## src/rtl/video_sig_gen_if.sv

```systemverilog
// Raster timing bundle: position, sync, active-draw and frame outputs from video_sig_gen.
// The master drives every signal. Pixel generation and the TMDS encoders use the slave view.
interface video_sig_gen_if;
  logic [10:0] hcount_out;
  logic [9:0]  vcount_out;
  logic        hs_out;
  logic        vs_out;
  logic        ad_out;
  logic        nf_out;
  logic [5:0]  fc_out;

  modport master (
    output hcount_out,
    output vcount_out,
    output hs_out,
    output vs_out,
    output ad_out,
    output nf_out,
    output fc_out
  );

  modport slave (
    input hcount_out,
    input vcount_out,
    input hs_out,
    input vs_out,
    input ad_out,
    input nf_out,
    input fc_out
  );
endinterface

```

## src/rtl/video_sig_gen.sv

```systemverilog
// Raster timing generator: pixel position, syncs, active-draw, new-frame strobe and frame count.
// All outputs are registered from the next position, so they describe the same pixel with zero skew.
module video_sig_gen #(
  parameter int ACTIVE_H_PIXELS = 1280,
  parameter int H_FRONT_PORCH   = 110,
  parameter int H_SYNC_WIDTH    = 40,
  parameter int H_BACK_PORCH    = 220,
  parameter int ACTIVE_LINES    = 720,
  parameter int V_FRONT_PORCH   = 5,
  parameter int V_SYNC_WIDTH    = 5,
  parameter int V_BACK_PORCH    = 20,
  parameter int FPS             = 60
) (
  input  logic       clk_in,
  input  logic       rst_n_in,
  video_sig_gen_if.master vid
);
  localparam int TOTAL_PIXELS = ACTIVE_H_PIXELS + H_FRONT_PORCH + H_SYNC_WIDTH + H_BACK_PORCH;
  localparam int TOTAL_LINES  = ACTIVE_LINES + V_FRONT_PORCH + V_SYNC_WIDTH + V_BACK_PORCH;

  localparam logic [10:0] C_H_LAST     = 11'(TOTAL_PIXELS - 1);
  localparam logic [10:0] C_H_ACTIVE   = 11'(ACTIVE_H_PIXELS);
  localparam logic [10:0] C_HS_START   = 11'(ACTIVE_H_PIXELS + H_FRONT_PORCH);
  localparam logic [11:0] C_HS_END     = 12'(ACTIVE_H_PIXELS + H_FRONT_PORCH + H_SYNC_WIDTH);
  localparam logic [9:0]  C_V_LAST     = 10'(TOTAL_LINES - 1);
  localparam logic [9:0]  C_V_ACTIVE   = 10'(ACTIVE_LINES);
  localparam logic [9:0]  C_VS_START   = 10'(ACTIVE_LINES + V_FRONT_PORCH);
  localparam logic [10:0] C_VS_END     = 11'(ACTIVE_LINES + V_FRONT_PORCH + V_SYNC_WIDTH);
  localparam logic [5:0]  C_FC_LAST    = 6'(FPS - 1);

  logic        r_started;
  logic [10:0] r_hcount;
  logic [9:0]  r_vcount;
  logic        r_hs;
  logic        r_vs;
  logic        r_ad;
  logic        r_nf;
  logic [5:0]  r_fc;

  logic [10:0] w_h_next;
  logic [9:0]  w_v_next;
  logic        w_nf_next;

  // Before the first edge after reset the next position is pinned at (0,0) instead of advancing.
  always_comb begin
    w_h_next = '0;
    w_v_next = '0;
    if (r_started) begin
      if (r_hcount == C_H_LAST) begin
        w_h_next = '0;
        w_v_next = (r_vcount == C_V_LAST) ? 10'd0 : r_vcount + 10'd1;
      end else begin
        w_h_next = r_hcount + 11'd1;
        w_v_next = r_vcount;
      end
    end
    w_nf_next = r_started && (w_h_next == C_H_ACTIVE) && (w_v_next == C_V_ACTIVE);
  end

  always_ff @(posedge clk_in or negedge rst_n_in) begin
    if (!rst_n_in) begin
      r_started <= 1'b0;
      r_hcount  <= '0;
      r_vcount  <= '0;
      r_hs      <= 1'b0;
      r_vs      <= 1'b0;
      r_ad      <= 1'b0;
      r_nf      <= 1'b0;
      r_fc      <= '0;
    end else begin
      r_started <= 1'b1;
      r_hcount  <= w_h_next;
      r_vcount  <= w_v_next;
      r_ad      <= (w_h_next < C_H_ACTIVE) && (w_v_next < C_V_ACTIVE);
      r_hs      <= (w_h_next >= C_HS_START) && ({1'b0, w_h_next} < C_HS_END);
      r_vs      <= (w_v_next >= C_VS_START) && ({1'b0, w_v_next} < C_VS_END);
      r_nf      <= w_nf_next;
      if (w_nf_next) begin
        r_fc <= (r_fc == C_FC_LAST) ? 6'd0 : r_fc + 6'd1;
      end
    end
  end

  assign vid.hcount_out = r_hcount;
  assign vid.vcount_out = r_vcount;
  assign vid.hs_out     = r_hs;
  assign vid.vs_out     = r_vs;
  assign vid.ad_out     = r_ad;
  assign vid.nf_out     = r_nf;
  assign vid.fc_out     = r_fc;
endmodule

```

## src/flat_wrapper.sv

```systemverilog
// flat-port wrapper written by rule: the top's interface ports become plain ports
module video_sig_gen_flat 
#(
  parameter int ACTIVE_H_PIXELS = 1280,
  parameter int H_FRONT_PORCH   = 110,
  parameter int H_SYNC_WIDTH    = 40,
  parameter int H_BACK_PORCH    = 220,
  parameter int ACTIVE_LINES    = 720,
  parameter int V_FRONT_PORCH   = 5,
  parameter int V_SYNC_WIDTH    = 5,
  parameter int V_BACK_PORCH    = 20,
  parameter int FPS             = 60
)
  (clk_in, rst_n_in, vid_hcount_out, vid_vcount_out, vid_hs_out, vid_vs_out, vid_ad_out, vid_nf_out, vid_fc_out);
  video_sig_gen_if vid_i ();
  input  logic clk_in;
  input  logic rst_n_in;
  output wire logic [$bits(vid_i.hcount_out)-1:0] vid_hcount_out;
  output wire logic [$bits(vid_i.vcount_out)-1:0] vid_vcount_out;
  output wire logic [$bits(vid_i.hs_out)-1:0] vid_hs_out;
  output wire logic [$bits(vid_i.vs_out)-1:0] vid_vs_out;
  output wire logic [$bits(vid_i.ad_out)-1:0] vid_ad_out;
  output wire logic [$bits(vid_i.nf_out)-1:0] vid_nf_out;
  output wire logic [$bits(vid_i.fc_out)-1:0] vid_fc_out;
  assign vid_hcount_out = vid_i.hcount_out;
  assign vid_vcount_out = vid_i.vcount_out;
  assign vid_hs_out = vid_i.hs_out;
  assign vid_vs_out = vid_i.vs_out;
  assign vid_ad_out = vid_i.ad_out;
  assign vid_nf_out = vid_i.nf_out;
  assign vid_fc_out = vid_i.fc_out;
  video_sig_gen #(.ACTIVE_H_PIXELS(ACTIVE_H_PIXELS), .H_FRONT_PORCH(H_FRONT_PORCH), .H_SYNC_WIDTH(H_SYNC_WIDTH), .H_BACK_PORCH(H_BACK_PORCH), .ACTIVE_LINES(ACTIVE_LINES), .V_FRONT_PORCH(V_FRONT_PORCH), .V_SYNC_WIDTH(V_SYNC_WIDTH), .V_BACK_PORCH(V_BACK_PORCH), .FPS(FPS)) u_core (.clk_in(clk_in), .rst_n_in(rst_n_in), .vid(vid_i));
endmodule
```

## config.mk

```make
export PLATFORM = sky130hd
export DESIGN_NAME = video_sig_gen_flat
export DESIGN_NICKNAME = d
export VERILOG_FILES = /design/src/rtl/video_sig_gen_if.sv /design/src/rtl/video_sig_gen.sv /design/src/flat_wrapper.sv
export SDC_FILE = /design/constraint.sdc
export NUM_CORES = 1
export LEC_CHECK = 0
export ABC_AREA = 1
export CORE_AREA = 2 2 65 67
export CTS_CLUSTER_SIZE = 28
export DETAILED_ROUTE_END_ITERATION = 7
export DIE_AREA = 0 0 67 69
export PLACE_DENSITY = 0.84
export SETUP_SLACK_MARGIN = 0.2
export SYNTH_ARGS = -nofsm -noshare
export SYNTH_HDL_FRONTEND = slang
export SYNTH_SLANG_ARGS = --single-unit
export TNS_END_PERCENT = 30
```

## constraint.sdc

```tcl
create_clock -name clk_in -period 5.4 [get_ports clk_in]
set_clock_uncertainty 0.2 [all_clocks]
set_input_delay 0.81 -clock clk_in [delete_from_list [all_inputs] [get_ports clk_in]]
set_output_delay 0.81 -clock clk_in [all_outputs]
set_load 0.05 [all_outputs]
```

Yosys cells after proc, flatten, opt, wreduce, memory -nomap -nowiden:

Cells that the tools add are included.

* register bits: 32
* output and inout port bits: 31
* logic and storage cells: 33

* $add $sub $neg: 3
* order comparisons: 6
* eq/ne operators: 5
* mux-type cells: 6
* reduce and logical (&&, ||, !) cells: 5

Operators with widths (number)
* $mux W10: 3
* $eq A11 B11 Y1 const B: 2
* $lt A11 B11 Y1 const B: 2
* $mux W11: 2
* $eq A10 B10 Y1 const B: 2
* $lt A10 B10 Y1 const B: 2
* $add A11 B1 Y11 const B: 1
* $ge A11 B11 Y1 const B: 1
* $add A10 B1 Y10 const B: 1
* $ge A10 B10 Y1 const B: 1
* $add A6 B1 Y6 const B: 1
* $eq A6 B6 Y1 const B: 1
* $mux W6: 1
* $logic_and A1 B1 Y1: 5

Depth between registers and ports, before layout:

Gate-level depths: netlist of run 1.

* depth in word-level cells: 6
* depth in mapped cells: 16

Worst setup path after synthesis of run 1:

Ideal clock, no wire load.

* path type: reg-to-reg
* start point: register u_core.r_hcount[0], in the netlist u_core.vid.hcount_out[0]
* end point: register u_core.r_fc[3], in the netlist u_core.vid.fc_out[3]
* arrival: 2.122 ns
* required time: 5.080 ns
* setup slack: 2.959 ns
* stages on the path, launching flop included: 13
* path buffers: 0
* period minus slack after synthesis: 2.441 ns
* cells stage by stage: dfrtp_1 -> ha_1 -> nand3_2 -> nor2_2 -> nand2_2 -> nor2_2 -> o21ai_1 -> nor2_4 -> nand2_4 -> nor2_8 -> nand3_4 -> nand2_1 -> nand2_1

* word-level cells in the longest chain between the ends: 6

RTL lines
* from (decl): RTL line video_sig_gen.sv:32 `logic [10:0] r_hcount;`
* from (signal assigned): RTL line video_sig_gen.sv:72 `r_hcount <= w_h_next;`
* $add A11 B1 Y11 or $eq A11 B11 Y1 (tied branches): RTL line video_sig_gen.sv:53, video_sig_gen.sv:49
* $mux W11 (*): RTL line video_sig_gen.sv:49 `if (r_hcount == C_H_LAST) begin`
* $mux W11 (*): RTL line video_sig_gen.sv:48 `if (r_started) begin`
* net u_core.w_h_next[10]: RTL line video_sig_gen.sv:40 `logic [10:0] w_h_next;`
* $eq A11 B11 Y1 (*): RTL line video_sig_gen.sv:57 `w_nf_next = r_started && (w_h_next == C_H_ACTIVE) && (w_v_next == C_V_ACTIVE);`
* $logic_and A1 B1 Y1 (*) (2 in series): RTL line video_sig_gen.sv:57
* to (signal assigned): RTL line video_sig_gen.sv:79 `r_fc <= (r_fc == C_FC_LAST) ? 6'd0 : r_fc + 6'd1;`
* to (decl): RTL line video_sig_gen.sv:38 `logic [5:0] r_fc;`

The timed path passes the listed nets; every way through them passes the cells marked *.
A chain may end at the register's enable or synchronous reset.

Worst setup path after layout of run 1:

* start point: register u_core.r_hcount[2], in the netlist u_core.vid.hcount_out[2]
* end point: output vid_hcount_out[2]

RTL lines
* to (decl): RTL line flat_wrapper.sv:18 `output wire logic [$bits(vid_i.hcount_out)-1:0] vid_hcount_out;`

No word-level cell between the ends.

==> results.json, run 1 <==
{
  "status": "finished clean",
  "clk_latency_ns": 0.29,
  "die-area_sq_um": 4620,
  "place_congestion": 0.912,
  "htreeDepth": 2,
  "max_freq_ghz": 0.375,
  "drt-wirelength-per-cell_um": 12.6,
  "cp_slowest_cell": "clkdlybuf4s50_1",
  "dr.pass1.iters": 4,
  "grt_max_degree": 33,
  "fin_cells": 404,
  "start_util": 0.571,
  "path_cells": "clkdlybuf4s50_1",
  "tightest_slew_ns": 0.517,
  "synth_mux_area_frac": 0,
  "p_int_uw": 357,
  "antenna_cells": 0,
  "synth_xor_xnor_area_share": 0.0157,
  "yosysMostFrequentCell": "nand2_1",
  "row_count": 23,
  "die_w_um": 67,
  "cts_tree": "built",
  "cts_num_sinks": 32,
  "synthesis.instances": 314,
  "max_cap_viol_count": 0,
  "fillerInstances": 319,
  "slew_viol_final": 0,
  "dp_hpwl_mm": 3.86,
  "grt-ovfl-total": 0,
  "p_sw_uw": 123,
  "relSlewSlack": 0.656,
  "async_flop_share": 1.00,
  "ant_nets": 0,
  "die_h_um": 69,
  "cts_hold_buf": 0,
  "avgViaCountPerCell": 5.10,
  "cp_top_family": "buffers and inverters",
  "p_leak_nw": 1.44,
  "netlist.area_leader.share": 0.358,
  "synth-compound-area-share": 0.0582,
  "portBuffers": 32,
  "dp_cells": 396,
  "powerDensity_nw_per_um2": 177,
  "multi_input_area_sq_um": 1200,
  "share_seq_of_total_power": 0.514,
  "grt_pass1_vias": 1873,
  "worst_ep_arrival_time_ns": 1.66,
  "pwr-share-clk": 0.408,
  "grt_pass1_wl_mm": 8.63,
  "worst_slack_ns": 2.73,
  "io_pins": 33,
  "clockBufferDepth": 2,
  "period_needed_ns": 2.67,
  "crit_type": "reg2out",
  "synth_top_family_by_area": "simple AND/OR/NAND/NOR gates",
  "dp_slack_ns": 3.04,
  "rsz0062_at_grt": "false",
  "cp.required_ns": 4.39,
  "cts_resized": 0,
  "drc_errors": 0,
  "layout.nets": 360,
  "root_buffer": "clkbuf_8",
  "vias": 2060,
  "pwr-share-comb": 0.078,
  "clk_pin_slew_ns": 0.07,
  "synthFlopType": "dfrtp_1",
  "crit_buf_inv": 1,
  "hold_viol_final": 0,
  "ys_seq_elements": 32,
  "synthAdderAreaFrac": 0.0280,
  "cts_setup_buffers": 0,
  "end_kind": "primary output",
  "tns_ns": 0,
  "synth_top_area_cell": "dfrtp_1",
  "syn_area_per_cell_sq_um": 7.12,
  "cp_max_fo": 6,
  "sw_frac_of_total": 0.256,
  "drive_above_1_share": 0.144,
  "synthTopCellsByCount": "85 x nand2_1, 52 x inv_1, 32 x dfrtp_1",
  "yosysSeqAreaShare": 0.358,
  "synthTopCellsByArea": "dfrtp_1 36%, nand2_1 14%, inv_1 8.7%",
  "synth-edff-count": 0,
  "synthSimpleGateAreaFrac": 0.434,
  "antenna_found_initial": 0,
  "routed_wl_mm": 5.07,
  "ff_latch_area_sq_um": 801,
  "core_sq_um": 3910,
  "vdd_drop_max_mv": 0.181,
  "drt_iter0_markers": 150,
  "critPathMaxStageDelay_ns": 0.86,
  "finalCritPeriodShare": 0.494,
  "syn_nets": 321,
  "yosys_warnings": 0,
  "ys_types": 30,
  "syn-cell-area_sq_um": 2230,
  "worstSetupStartpointType": "flop",
  "finalSetupViolations": 0,
  "cts_inserted_buffers": 5,
  "areaGrowthSynthToFinish_pct": 21.3,
  "hold_class": "reg2reg",
  "grt_usage": 0.239
}
cells by family after synthesis:
family,Yosys count
compound gates,22
xor+xnor,4
fa+ha+maj,5
buf+inv,62
flops,32
other cells,1
simple gates,188
cell type report:
| class | count | area share |
|---|---|---|
| Sequential cell | 32 | 0.295 |
| Multi-Input combinational cell | 220 | 0.443 |
| Clock buffer | 8 | 0.0332 |
| Tap cell | 50 | 0.0231 |
| Timing Repair Buffer | 33 | 0.121 |
| Inverter | 61 | 0.0844 |
sequential cells by signal, summed over array words and instances (netlist names):
| name | count |
|---|---|
| u_core.vid.hcount_out | 11 |
| u_core.vid.vcount_out | 10 |
| u_core.r_started | 1 |
| u_core.vid.vs_out | 1 |
| u_core.vid.ad_out | 1 |
| u_core.vid.nf_out | 1 |
| u_core.vid.hs_out | 1 |
| u_core.vid.fc_out | 6 |
power groups by stage:
stage	Clock (mW)	Sequential, mW	Combinational [mW]
2_1_floorplan	0	0.256	0.0192
3_3_place_gp	0	0.251	0.0375
3_5_place_dp	0	0.251	0.0381
4_1_cts	0.199	0.247	0.0381
5_1_grt	0.207	0.247	0.0417
6_report	0.196	0.247	0.0377
layer usage:
layer	GRT usage	share of wire	vias up
met2	0.369	0.47	44
li1	-	-	1059
met5	0	0	-
met3	0.0522	0.043	7
met1	0.337	0.47	950
met4	0.0658	0.013	0
layout by cell type (no fill, tap or decap):
cell type	count
xor2_1	3
nand3b_2	1
clkbuf_8	6
nand3_1	25
nor2_1	28
clkdlybuf4s50_1	32
nand2_4	1
clkbuf_1	2
a21oi_2	1
o21ai_1	1
a21oi_1	8
nand2_2	8
nor2_4	4
nand4_1	13
dfrtp_1	32
inv_1	52
nand3_2	8
xnor2_1	1
nor3_1	4
a21boi_2	2
o211ai_1	1
inv_2	9
o21ai_0	8
nand2_1	85
nand3_4	1
nor2_8	3
ha_1	5
or2_1	1
nor2_2	5
buf_4	1
o22ai_1	1
conb_1	1
or2_2	1
worst register-to-register path, delay by kind of cell, from the launching register on:
kind	cells	cell delay, ns
AND/OR/NAND/NOR	10	1.07
flip-flops	1	0.43
buffers and inverters	4	0.39
adder cells (fa/ha/maj)	1	0.19
per-stage QoR:
step | utilization | hold slack (ns) | instance area (sq um) | total power [mW]
2_1_floorplan | - | 0.314 | 2230 | 0.275
3_3_place_gp | 0.670 | 0.311 | 2620 | 0.288
3_5_place_dp | 0.670 | 0.329 | 2620 | 0.289
4_1_cts | 0.693 | 0.345 | 2710 | 0.483
5_1_grt | 0.693 | 0.376 | 2710 | 0.495
6_report | 0.693 | 0.342 | 2710 | 0.480
worst paths after layout:
kind	from	to	slack, ns	cells after the start
min in group asynchronous	rst_n_in	u_core.vid.fc_out[1]	0.71	2
worst max-delay path	u_core.vid.hcount_out[2]	vid_hcount_out[2]	2.73	1
worst min-delay path	u_core.vid.fc_out[1]	u_core.vid.fc_out[1]	0.34	2
worst max register to register	u_core.vid.hcount_out[1]	u_core.vid.fc_out[0]	3.02	15
max in group asynchronous	rst_n_in	u_core.vid.vcount_out[6]	3.99	2
worst min register to register	u_core.vid.fc_out[1]	u_core.vid.fc_out[1]	0.34	2
Note: power is estimated with default switching activity, not from simulation.
==> run 2: changes to the inputs <==
- CORE_AREA: 2 2 65 67 -> 2 2 68 70
- DIE_AREA: 0 0 67 69 -> 0 0 70 72
- PLACE_DENSITY: 0.84 -> 0.77
- clock period: 5.4 -> 2.71 ns (I/O delays scaled with it)
==> results.json, run 2 (synthesis gave the netlist of run 1 again) <==
{
  "status": "finished clean",
  "vdd_drop_max_mv": 0.252,
  "hold_class": "reg2reg",
  "dr.pass1.iters": 4,
  "cts_tree": "built",
  "grt_pass1_vias": 1954,
  "fin_cells": 411,
  "largest_reg_flops": 11,
  "clk_pin_slew_ns": 0.07,
  "root_buffer": "clkbuf_8",
  "grt-ovfl-total": 0,
  "cp_max_fo": 7,
  "antenna_found_initial": 0,
  "vias": 2091,
  "power.total_mw": 1.02,
  "start_util": 0.524,
  "worst_ep_arrival_time_ns": 2.31,
  "routed_wl_mm": 5.11,
  "max_cap_viol_count": 0,
  "cts_inserted_buffers": 5,
  "htreeDepth": 2,
  "final_common_cell": "nand2_1",
  "pwr-share-comb": 0.082,
  "p_sw_uw": 240,
  "share_seq_of_total_power": 0.478,
  "dp_slack_ns": 0.352,
  "placed_area_sq_um": 2630,
  "tns_ns": 0,
  "p_int_uw": 781,
  "layout.nets": 365,
  "dp_hpwl_mm": 3.92,
  "finalSetupViolations": 0,
  "grt_pass1_wl_mm": 8.61,
  "drc_errors": 0,
  "grt_max_degree": 33,
  "antenna_cells": 0,
  "worst_slack_ns": 0.376,
  "fin_area_sq_um": 2800,
  "worstSetupStartpointType": "flop",
  "row_count": 24,
  "cp.required_ns": 2.68,
  "avgViaCountPerCell": 5.09,
  "tightest_slew_ns": 0.507,
  "die-area_sq_um": 5040,
  "relSlewSlack": 0.661,
  "die_w_um": 70,
  "max_freq_ghz": 0.428,
  "postLayoutCoreUtil": 0.657,
  "hold_slack_ns": 0.313,
  "drt-wirelength-per-cell_um": 12.4,
  "drt_iter0_markers": 136,
  "grt_usage": 0.214,
  "io_pins": 33,
  "powerDensity_nw_per_um2": 364,
  "die_h_um": 72,
  "crit_type": "reg2reg",
  "end_kind": "flop",
  "fillerInstances": 381,
  "place_congestion": 0.902,
  "areaGrowthSynthToFinish_pct": 25.4,
  "clk_latency_ns": 0.28,
  "cp_common_cell": "nand2_1",
  "path_cells": "inv_1 > ha_2 > inv_1 > nor2_1 > nand3_2 > nor2_4 > nor2_4 > nand2_2 > nand2_1 > nor2_2 > nand2_2 > nor2_8 > nand3_4 > nand2_1 > nand2_1",
  "slew_viol_final": 0,
  "pwr-share-clk": 0.440,
  "critPathMaxStageDelay_ns": 0.42,
  "hold_viol_final": 0,
  "finalCritPeriodShare": 0.861,
  "clockBufferDepth": 2,
  "core_sq_um": 4260,
  "most-common-layout-cells": "80 x nand2_1, 52 x inv_1, 32 x clkdlybuf4s50_1",
  "ant_nets": 0,
  "portBuffers": 32,
  "drive_above_1_share": 0.184,
  "dp_cells": 399,
  "rsz0062_at_grt": "true",
  "cts_num_sinks": 32,
  "cp_slowest_cell": "dfrtp_1",
  "sw_frac_of_total": 0.235,
  "period_needed_ns": 2.33,
  "p_leak_nw": 1.47
}
[run 2: cell count changes in the layout (fill, tap and decap cells not counted), sizes merged]
cell,before,now
buf,1,6
bufinv,0,1
clkbuf,8,6
clkinv,0,1
[run 2: power by group through the flow]
| stage | sequential, mW | combinational, mW | clock [mW] |
|---|---|---|---|
| after CTS | 0.488 | 0.0798 | 0.460 |
| final | 0.488 | 0.0833 | 0.449 |
| after floorplan | 0.510 | 0.0382 | 0 |
| after global placement | 0.497 | 0.0790 | 0 |
| after global routing | 0.489 | 0.0923 | 0.481 |
| after detailed placement | 0.497 | 0.0797 | 0 |
[run 2: worst max-delay path: cells and delay by family, from the launching register on]
kind                       cells  cell delay (ns)
DFF                            1             0.42
and+or+nand+nor               12             1.28
adders and majority gates      1             0.18
buffers and inverters          2             0.12
[run 2: final timing paths]
kind,from,end,slack [ns],cells after the start
worst max-delay path,u_core.vid.hcount_out[1],u_core.vid.fc_out[0],0.38,15
min in group asynchronous,rst_n_in,u_core.vid.hs_out,0.32,2
worst max register to register,u_core.vid.hcount_out[1],u_core.vid.fc_out[0],0.38,15
worst min-delay path,u_core.vid.hcount_out[0],u_core.vid.hcount_out[0],0.31,1
worst min register to register,u_core.vid.hcount_out[0],u_core.vid.hcount_out[0],0.31,1
max in group asynchronous,rst_n_in,u_core.vid.hcount_out[0],1.67,2
[run 2: final cells by class]
class	instances	area [sq um]	share of cell area
clock buffers	6	72.6	0.0259
clock inverters	2	35.0	0.0125
inverters	61	229	0.0817
multi-input cells	220	1230	0.440
flip-flops and latches	32	802	0.286
well taps	52	65.1	0.0232
repair buffers	38	365	0.130
[run 2: repair_timing]
action | CTS | global route
setup endpoints to repair | 0 | 7
gates resized for setup | 0 | 11
endpoints found under the hold margin | 0 | 0
hold buffers | 0 | 0
setup buffers | 0 | 4
[run 2: routing by layer]
metal | share of wire | global-route usage
met1 | 0.45 | 0.281
met2 | 0.49 | 0.367
met3 | 0.049 | 0.0347
met4 | 0.010 | 0.0641
met5 | 0 | 0
